### src/rtl/queue_scheduler.sv
// Queue scheduler: serialises enqueue (from the deserializer) and dequeue
// (toward the consumer) onto a queue that accepts one operation per cycle.
// Every granted operation takes three cycles: IDLE decision, a one-cycle
// strobe, and SETTLE so that len_in can reflect the operation before the
// next decision. Ties are broken round-robin, and dequeues are rate-limited
// by a drain-gap counter.
module queue_scheduler #(
  parameter int DEPTH     = 8,
  parameter int LEN_W     = 4,
  parameter int DRAIN_GAP = 2
) (
  input  logic             clock,
  input  logic             reset,
  input  logic             word_ready_in,
  output logic             word_ack_out,
  output logic             enqueue_out,
  output logic             dequeue_out,
  input  logic [LEN_W-1:0] len_in,
  input  logic             consumer_ready_in,
  output logic             consumer_valid_out,
  output logic             full_out,
  output logic             empty_out,
  output logic             deser_enable_out,
  output logic [7:0]       word_count_out
);

  localparam logic [1:0] ST_IDLE   = 2'd0;
  localparam logic [1:0] ST_ENQ    = 2'd1;
  localparam logic [1:0] ST_DEQ    = 2'd2;
  localparam logic [1:0] ST_SETTLE = 2'd3;

  localparam logic GRANT_DEQ = 1'b0;
  localparam logic GRANT_ENQ = 1'b1;

  // +2 keeps the counter at least one bit wide when DRAIN_GAP is 0.
  localparam int               GAP_W    = $clog2(DRAIN_GAP + 2);
  localparam logic [GAP_W-1:0] GAP_LOAD = GAP_W'(DRAIN_GAP);
  localparam logic [LEN_W-1:0] DEPTH_L  = LEN_W'(DEPTH);

  logic [1:0]       state_q, state_d;
  logic             last_grant_q, last_grant_d;
  logic             from_deq_q, from_deq_d;
  logic [GAP_W-1:0] gap_cnt_q, gap_cnt_d;
  logic [7:0]       word_count_q, word_count_d;
  logic             full_q, full_d;
  logic             empty_q, empty_d;
  logic             deser_en_q, deser_en_d;

  logic has_room;
  logic enq_ok;
  logic deq_ok;

  // Request qualification; any len_in at or above DEPTH counts as full.
  always_comb begin
    has_room = (len_in < DEPTH_L);
    enq_ok   = word_ready_in && has_room;
    deq_ok   = consumer_ready_in && (len_in != '0) && (gap_cnt_q == '0);
  end

  // Next-state, grant, gap and status computation.
  always_comb begin
    // NOTE: every variable gets a default first so no path leaves it unassigned (no latches).
    state_d      = state_q;
    last_grant_d = last_grant_q;
    from_deq_d   = from_deq_q;
    word_count_d = word_count_q;
    gap_cnt_d    = (gap_cnt_q != '0) ? gap_cnt_q - 1'b1 : gap_cnt_q;
    full_d       = !has_room;
    empty_d      = (len_in == '0);
    deser_en_d   = has_room;

    case (state_q)
      ST_IDLE: begin
        if (enq_ok && deq_ok) begin
          state_d = (last_grant_q == GRANT_DEQ) ? ST_ENQ : ST_DEQ;
        end else if (enq_ok) begin
          state_d = ST_ENQ;
        end else if (deq_ok) begin
          state_d = ST_DEQ;
        end
      end
      ST_ENQ: begin
        word_count_d = word_count_q + 8'd1;
        last_grant_d = GRANT_ENQ;
        from_deq_d   = 1'b0;
        state_d      = ST_SETTLE;
      end
      ST_DEQ: begin
        gap_cnt_d    = GAP_LOAD;
        last_grant_d = GRANT_DEQ;
        from_deq_d   = 1'b1;
        state_d      = ST_SETTLE;
      end
      ST_SETTLE: begin
        state_d = ST_IDLE;
      end
      default: begin
        state_d = ST_IDLE;
      end
    endcase
  end

  // State registers with synchronous active-low reset.
  always_ff @(posedge clock) begin
    // NOTE: sequential state uses non-blocking assignments; reset is sampled on the clock edge.
    if (!reset) begin
      state_q      <= ST_IDLE;
      last_grant_q <= GRANT_DEQ;
      from_deq_q   <= 1'b0;
      gap_cnt_q    <= '0;
      word_count_q <= 8'd0;
      full_q       <= 1'b0;
      empty_q      <= 1'b0;
      deser_en_q   <= 1'b0;
    end else begin
      state_q      <= state_d;
      last_grant_q <= last_grant_d;
      from_deq_q   <= from_deq_d;
      gap_cnt_q    <= gap_cnt_d;
      word_count_q <= word_count_d;
      full_q       <= full_d;
      empty_q      <= empty_d;
      deser_en_q   <= deser_en_d;
    end
  end

  // Moore output decode from registered state.
  always_comb begin
    enqueue_out        = (state_q == ST_ENQ);
    word_ack_out       = (state_q == ST_ENQ);
    dequeue_out        = (state_q == ST_DEQ);
    consumer_valid_out = (state_q == ST_SETTLE) && from_deq_q;
    full_out           = full_q;
    empty_out          = empty_q;
    deser_enable_out   = deser_en_q;
    word_count_out     = word_count_q;
  end

endmodule

### config.mk
export PLATFORM = sky130hd
export DESIGN_NAME = queue_scheduler
export DESIGN_NICKNAME = d
export VERILOG_FILES = /design/src/rtl/queue_scheduler.sv
export SDC_FILE = /design/constraint.sdc
export NUM_CORES = 1
export LEC_CHECK = 0
export BUFFER_PORTS_ARGS = -buffer_cell sky130_fd_sc_hd__clkbuf_2
export CORE_MARGIN = 3
export CORE_UTILIZATION = 52
export DETAILED_ROUTE_END_ITERATION = 8
export PLACE_DENSITY = 0.84
export SETUP_SLACK_MARGIN = 0.4
export SYNTH_ARGS = -nofsm -noshare
export SYNTH_HDL_FRONTEND = slang
export SYNTH_SLANG_ARGS = --single-unit
### constraint.sdc
create_clock -name clock -period 2.3 [get_ports clock]
set_input_delay 0.23 -clock clock [delete_from_list [all_inputs] [get_ports clock]]
set_output_delay 0.23 -clock clock [all_outputs]
set_load 0.005 [all_outputs]
==> results of run 1 <==
[kinds of logic (layout without fill, tap and decap cells)]
| group | after synthesis | count (layout) | synth area share, % |
|---|---|---|---|
| AO/OA/AOI/OAI | 13 | 13 | 11.8 |
| buffers and inverters | 8 | 31 | 4.60 |
| flip-flops | 17 | 17 | 44.7 |
| multiplexers | 4 | 4 | 5.42 |
| adder cells (fa/ha/maj) | 5 | 5 | 8.21 |
| AND/OR/NAND/NOR | 29 | 29 | 20.7 |
| XOR/XNOR | 4 | 4 | 4.60 |
[how the worst max path moves through the flow]
| stage | end | slack (ns) | start |
|---|---|---|---|
| finish | word_count_out[7] | 0.65 | state_q[1] |
| floorplan | word_count_out[7] | 0.85 | state_q[1] |
| global route | word_count_out[7] | 0.53 | state_q[1] |
| CTS | word_count_out[7] | 0.64 | state_q[1] |
| global placement | word_count_out[7] | 0.74 | state_q[1] |
| detailed placement | word_count_out[7] | 0.67 | state_q[1] |
[sequential cells by signal (all words and copies together), names as in the netlist]
register and flops:
empty_out 1, state_q 2, from_deq_q 1, gap_cnt_q 2, last_grant_q 1, deser_enable_out 1, word_count_out 8, full_out 1
[worst max-delay path, stage by stage (launching register included)]
cell and delay (ns):
dfxtp_1 0.36, inv_1 0.10, ha_1 0.33, nand4_1 0.26, or3_1 0.40, a21oi_1 0.14
[per-layer routing]
metal / track usage (%) / wire (um)
met5: 0 / 0
met4: 9.04 / 18
met3: 6.50 / 96
met2: 27.9 / 695
met1: 20.8 / 648
[cell usage in the layout (no fill, tap or decap), types with 2 or more instances in the layout]
cell type / n
ha_1: 5
nand3_1: 2
nand2_1: 3
and2_1: 2
nor2_1: 11
xor2_1: 3
mux2i_1: 3
inv_1: 5
dfxtp_1: 17
clkbuf_4: 3
clkbuf_2: 22
a21oi_1: 5
or3_1: 3
nand4_1: 3
o21ai_0: 4
[cell type report]
class | count | area share (%)
inverters | 5 | 2.08
well taps | 15 | 2.08
multi-input cells | 55 | 42.9
flip-flops and latches | 17 | 37.7
clock buffers | 3 | 2.50
repair buffers | 22 | 12.2
clock inverters | 1 | 0.555
[stage by stage]
step	total power, W	instance area, um2	hold WS, ns	setup WS [ns]
2_1_floorplan	0.000619	762	0.302	0.848
3_3_place_gp	0.000677	875	0.433	0.736
3_5_place_dp	0.000688	875	0.446	0.669
4_1_cts	0.000847	902	0.137	0.637
5_1_grt	0.000896	902	0.141	0.530
6_report	0.000842	902	0.145	0.649
[where the power goes]
group / switching, W / leakage (nW) / internal (W) / total, W
sequential: 0.0000363 / 0.138 / 0.000340 / 0.000376
combinational: 0.000157 / 0.242 / 0.000149 / 0.000306
clock: 0.0000952 / 0.0177 / 0.0000647 / 0.000160
==> flow_summary.ini, run 1 <==
[cells_and_area]
final_util_pct = 67.6
diodes = 0
register_area_um2 = 340
syn_to_final_growth_pct = 18.4
nets = 117
drive_above_1_share_pct = 28.2
fillers = 120
finalNonFillerCells = 118
multiInputGateArea_um2 = 387

[clocking]
numCtsBuffers = 3
cts_post_setup_buffers_inserted = 0
cts_hold_buffers = 0
cts_tree = built
cts_resized = 0
clk_latency_ns = 0.30
clockBufferDepth = 2
clk_pin_slew_ns = 0.11
htree_levels = 1
cts_root_buf = clkbuf_4
numClockSinks = 17

[drt]
drc_errors = 0
drt_wl_total_um = 1460
wl_per_cell_um = 12.4
drtIter0Drc = 8
antenna_left = 0
viasPerCell = 5.36
drt-pass1-iter-count = 4
vias = 633

[die]
die_x_um = 44.3
start_util_pct = 57.1
die-area_um2 = 1960
placeableCoreArea_um2 = 1330
die_h_um = 44.3
ioPinCount = 23
rows = 13

[sta]
setup_viol = 0
finClkSkew_ns = 0.0120
final.min_clock_period_ns = 1.65
fmax_mhz = 606
finalHoldViolCount = 0
tns_ns = 0
slew_headroom_pct = 69.3
finalCritPeriodShare_pct = 71.8
maxSlewViolCount = 0
rsz0062_at_grt = false
worstMarginPinSlew_ns = 0.459

[worst_setup_path]
cp_max_fo = 8
required_ns = 2.53
regToRegStartpoint = state_q[1]
reg2reg_depth = 5
path_class = reg -> reg
end_kind = flip-flop
worstSetupStartpointType = flip-flop
worstPathArrival_ns = 1.88
reg2reg_to = word_count_out[7]
r2r_slack_ns = 0.65

[synth]
synth_seq_cells = 17
avgSynthCellArea_um2 = 9.52
synth_area_leaders = dfxtp_1, ha_1, nor2_1
synth.most_common_cell = dfxtp_1
synth_nets = 93
synthArstFlopShare_pct = 0
synth_ff_type = dfxtp_1
ys_warn_count = 0
synth.top_cell.area_share_pct = 44.7
synthCells = 80
ys_types = 27
synth_edf_count = 0
synth_common_cells = dfxtp_1, nor2_1, a21oi_1, ha_1, inv_1
seq_area_frac_synth_pct = 44.7
synth.largest_area_cell = dfxtp_1
mappedNetlistArea_um2 = 762

[placement]
dp.cells = 114
io_buffers = 22
dp_hpwl_um = 1130
gp_congestion = 0.764

[power]
vdd_drop_max_uv = 522
leakage_nw = 0.398
p_per_area_nw_per_um2 = 933

[global_route]
grtUsageTotal_pct = 17.6
grt_pass1_vias = 589
grt_pass1_wl_um = 2490
grt_max_degree = 16
gr-total-overflow = 0
antenna_found_initial = 0

[hold_path]
hold_start = len_in[3]
hold_path.class = in -> reg
hold_path_end = deser_enable_out
hold_path_depth = 2

[job]
drv_cap = 0

[status]
status = complete, no violations
Power figures use the tool's default switching activity.
==> inputs of run 2 (changes only) <==
Settings changed: CORE_UTILIZATION 52 to 48, PLACE_DENSITY 0.84 to 0.78.
Clock period 2.3 ns to 1.7 ns, I/O delays scaled along.
==> run 2 against run 1 <==
Against the previous run: via count increased by 3.5%; maximum frequency increased by 20%; clock power increased by 33%; cell count increased by 7.6%; first-iteration DRC count increased to 2.5 times the previous value; worst setup slack got worse by 0.32 ns; global-route usage decreased by 1.3 points; non-clock buffer count increased by 9; largest cell class unchanged; highest routed layer unchanged.
==> flow_summary.ini, run 2 (same netlist as run 1, synthesis figures left out) <==
[clocking]
clk_latency_ns = 0.29
numCtsBuffers = 3
cts_root_buf = clkbuf_4
htree_levels = 1
clk_pin_slew_ns = 0.10
numClockSinks = 17
clockBufferDepth = 2
cts_tree = built

[worst_setup_path]
end_kind = flip-flop
cp_top_family = flip-flops
cp_max_fo = 3
worstSetupStartpointType = flip-flop
path_cells = inv_4 -> ha_4 -> nor2b_4 -> o21a_1 -> mux2_4
required_ns = 1.89
slowest_stage = dfxtp_4
cp_num_buf_inv = 1
path_class = reg -> reg
critPathMaxStageDelay_ns = 0.40
worstPathArrival_ns = 1.56

[sta]
finalCritPeriodShare_pct = 80.9
finalHoldViolCount = 0
fmax_mhz = 727
rsz0062_at_grt = true
worstMarginPinSlew_ns = 0.482
setup_viol = 0
finClkSkew_ns = 0.00830
final.min_clock_period_ns = 1.38
tns_ns = 0
slew_headroom_pct = 67.8
maxSlewViolCount = 0

[placement]
dp.cells = 114
gp_congestion = 0.741
dp_hpwl_um = 1010
io_buffers = 22

[global_route]
grt_pass1_vias = 597
grtUsageTotal_pct = 16.3
gr-total-overflow = 0
grt_pass1_wl_um = 2500
grt_max_degree = 16
antenna_found_initial = 0

[cells_and_area]
drive_above_1_share_pct = 47.3
fillers = 110
diodes = 0
finalNonFillerCells = 127
nets = 126
layout_common_cells = clkbuf_2, dfxtp_1, nor2_1
syn_to_final_growth_pct = 38.4
register_area_um2 = 348
final_common_cell = clkbuf_2
multiInputGateArea_um2 = 447
largest_reg_flops = 8

[die]
start_util_pct = 54.5
die-area_um2 = 2100
ioPinCount = 23
die_h_um = 45.8
placeableCoreArea_um2 = 1400
rows = 13
die_x_um = 45.8

[power]
vdd_drop_max_uv = 1040
leakage_nw = 0.450
p_per_area_nw_per_um2 = 1390

[drt]
antenna_left = 0
drc_errors = 0
drt_wl_total_um = 1660
viasPerCell = 5.16
drtIter0Drc = 20
wl_per_cell_um = 13.1
drt-pass1-iter-count = 4
vias = 655

[status]
status = complete, no violations

[hold_path]
hold_path.class = in -> reg

[job]
drv_cap = 0
## run 2: cell type report
type                    count  share of cell area [%]
clock inverters             1                   0.474
clock buffers               3                    2.14
multi-input cells          55                    42.3
well taps                  15                    1.78
repair buffers             31                    18.0
inverters                   5                    2.25
flip-flops and latches     17                    33.0
## run 2: worst paths after layout
| kind | endpoint | depth (start not counted) | slack [ns] | start |
|---|---|---|---|---|
| max reg2reg | state_q[0] | 5 | 0.32 | state_q[0] |
| min | deser_enable_out | 2 | 0.09 | len_in[3] |
| min reg2reg | gap_cnt_q[0] | 1 | 0.46 | gap_cnt_q[0] |
| max | state_q[0] | 5 | 0.32 | state_q[0] |
## run 2: per-stage QoR
stage	hold WS (ns)	util (%)	cell area, um2	total power [W]	worst slack, ns
after CTS	0.0811	71.2	996	0.00133	0.350
after floorplan	0.242	-	798	0.000917	0.361
after global routing	0.0914	75.4	1050	0.00156	0.268
final	0.0884	75.4	1050	0.00146	0.324
after detailed placement	0.388	64.5	902	0.00101	0.230
after global placement	0.380	64.5	902	0.000997	0.252
## run 2: where the power goes
part           leakage [nW]  switching [W]  internal [W]
clock network        0.0177       0.000126     0.0000874
logic                 0.292       0.000300      0.000409
registers             0.140      0.0000699      0.000472
## run 2: worst reg2reg max path, cell delays in order (launching register included)
cell and delay, ns:
dfxtp_4 0.40, inv_4 0.06, ha_4 0.24, nor2b_4 0.12, o21a_1 0.18, mux2_4 0.26
## run 2: repair_timing
action	in CTS	in global routing
gates resized for setup	3	13
endpoints found under the setup margin	4	9
buffers inserted	6	3
pin swaps	2	6
hold buffers	0	0
cloned	0	0
## run 2: metal layers
layer / vias to the layer above / part of all wire [%] / GRT usage [%]
li1: 336 / - / -
met5: - / 0 / 0
met2: 14 / 49 / 26.6
met4: 0 / 0.78 / 6.82
met1: 303 / 46 / 20.4
met3: 2 / 4.1 / 3.56
==> inputs of run 3 (changes only) <==
Settings changed: ABC_AREA from default to 1.
Clock period 1.7 ns to 1.3 ns, I/O delays scaled along.
==> run 3 against run 2 <==
Against the previous run: synthesized cell count is 36% higher; sequential share of layout area is 0.64 points lower; hold slack hardly changed; die area is 2.3% higher; critical endpoint is now state_q[1]; clock skew is 0.0060 ns lower; power is 32% higher; clock power is 30% higher; first-iteration DRC count is 5.0% higher.
==> flow_summary.ini, run 3 <==
[placement]
dp_hpwl_um = 1290
dpl_worst_slack_ns = 0.0819
gp_congestion = 0.828
dp.cells = 144
io_buffers = 22

[synth]
synth_common_cells = nand2_1, inv_1, nor2_1
synthCells = 109
synth.top_cell.area_share_pct = 43.5
synth_ff_type = dfxtp_1
synth_seq_cells = 17
avgSynthCellArea_um2 = 7.17
seq_area_frac_synth_pct = 43.5
ys_warn_count = 0
synth_edf_count = 0
synth_area_leaders = dfxtp_1, nand2_1, inv_1
synth.largest_area_cell = dfxtp_1
synth_nets = 122
synthArstFlopShare_pct = 0
ys_types = 15
synth.most_common_cell = nand2_1
mappedNetlistArea_um2 = 782

[worst_setup_path]
cp_max_fo = 4
reg2reg_depth = 7
reg2reg_to = state_q[1]
slowest_stage = dfxtp_4
r2r_slack_ns = 0.02
worstPathArrival_ns = 1.46
path_class = reg -> reg
regToRegStartpoint = state_q[0]
path_cells = inv_4 -> ha_4 -> inv_2 -> nor2_1 -> nand2_1 -> o21ai_0 -> nor2_1
critPathMaxStageDelay_ns = 0.39
worstSetupStartpointType = flip-flop
path_common_cell = nor2_1
required_ns = 1.47
end_kind = flip-flop

[cells_and_area]
multiInputGateArea_um2 = 449
nets = 154
drive_above_1_share_pct = 47.1
syn_to_final_growth_pct = 44.0
final_common_cell = nand2_1
finalNonFillerCells = 155
diodes = 0
fillers = 106
register_area_um2 = 364
largest_reg_flops = 8
layout_common_cells = nand2_1, clkbuf_2, nor2_1

[clocking]
cts_hold_buffers = 0
htree_levels = 1
numClockSinks = 17
cts_root_buf = clkbuf_4
clockBufferDepth = 2
clk_pin_slew_ns = 0.10
cts_tree = built
numCtsBuffers = 3
clk_latency_ns = 0.28

[power]
leakage_nw = 0.559
p_per_area_nw_per_um2 = 1720
p_total_w = 0.00193
vdd_drop_max_uv = 1230

[die]
rows = 13
die-area_um2 = 2150
die_h_um = 46.4
start_util_pct = 55.3
placeableCoreArea_um2 = 1420
ioPinCount = 23
die_x_um = 46.4

[sta]
layout_setup_ws_ns = 0.0159
maxSlewViolCount = 0
fmax_mhz = 779
final.min_clock_period_ns = 1.28
finalCritPeriodShare_pct = 98.8
finClkSkew_ns = 0.00228
rsz0062_at_grt = true
finalHoldViolCount = 0
worstMarginPinSlew_ns = 0.227
slew_headroom_pct = 84.7
setup_viol = 0

[global_route]
grtUsageTotal_pct = 19.6
grt_util_met2_pct = 36.0
grt_pass1_wl_um = 2970
grt_max_degree = 13
gr-total-overflow = 0
antenna_found_initial = 0
busiest_layer = met2
grt_pass1_vias = 715
global_route.usage.met3_pct = 3.52
globalRouteMet1Util_pct = 21.4

[drt]
drt-pass1-iter-count = 7
drt_wl_total_um = 1960
drc_errors = 0
drtIter0Drc = 21
wl_per_cell_um = 12.6
antenna_left = 0
vias = 801
viasPerCell = 5.17

[job]
drv_cap = 0

[hold_path]
hold_path_end = deser_enable_out
hold_path_depth = 2
hold_start = len_in[3]
hold_path.class = in -> reg

[status]
status = complete, no violations
[run 3: cell types whose count changed in the layout (fill, tap and decap cells not counted), moves of 4 or more]
cell	previous run	this run
dfxtp_2	3	7
nor2_1	11	17
dfxtp_1	13	6
buf_6	0	4
inv_1	3	13
nand2_1	3	21
buf_4	8	4
[run 3: metrics by stage]
step	area, um2	util, %	hold slack (ns)	setup TNS, ns
6_report	1130	79.6	0.0882	0
5_1_grt	1130	79.6	0.0720	-0.00205
4_1_cts	1050	74.2	0.0767	0
3_5_place_dp	923	65.3	0.389	0
3_3_place_gp	923	65.3	0.365	0
2_1_floorplan	813	-	0.202	0
[run 3: final cells by class]
| cell class | count | area share, % |
|---|---|---|
| inverter | 18 | 6.44 |
| sequential | 17 | 32.3 |
| tap | 15 | 1.67 |
| multi-input combinational | 72 | 39.9 |
| timing repair buffer | 29 | 17.3 |
| clock buffer | 4 | 2.33 |
[run 3: critical path, delay by kind of cell, from the launching register on]
family          cells  cell delay [ns]
buf+inv             2             0.12
simple gates        3             0.31
fa+ha+maj           1             0.13
flops               1             0.39
compound gates      1             0.23
[run 3: layer usage]
layer  part of all wire, %  up-vias
met4                   3.5        0
met5                     0        -
met3                   5.3        8
met2                    53       35
li1                      -      397
met1                    38      361
[run 3: worst max path at each step]
stage | end | slack [ns] | cells past startpoint | start
after floorplan | word_count_out[5] | 0.19 | 9 | state_q[1]
after global placement | word_count_out[5] | 0.11 | 9 | state_q[1]
after detailed placement | word_count_out[6] | 0.08 | 7 | state_q[1]
after CTS | word_count_out[5] | 0.11 | 9 | state_q[1]
after global routing | state_q[1] | -0.002 | 7 | state_q[0]
final | state_q[1] | 0.02 | 7 | state_q[0]
[run 3: power breakdown]
group	switching, W	internal, W	total, W
registers	0.000123	0.000639	0.000762
clock network	0.000157	0.000119	0.000276
logic	0.000444	0.000450	0.000894
total	0.000723	0.00121	0.00193
[run 3: timing repair]
| item | in CTS | in global routing |
|---|---|---|
| pin swaps | 2 | 7 |
| resized for setup | 21 | 19 |
| setup buffers | 4 | 3 |
| setup endpoints to repair | 25 | 28 |
| endpoints found under the hold margin | 0 | 0 |
[run 3: logic make-up (layout without fill, tap and decap cells)]
logic type | after synthesis | after routing | share of synthesized area [%]
buffers and inverters | 20 | 51 | 11.0
adders and majority gates | 5 | 5 | 8.00
and+or+nand+nor | 54 | 54 | 28.8
AOI/OAI and AO/OA | 13 | 13 | 8.64
DFF | 17 | 17 | 43.5
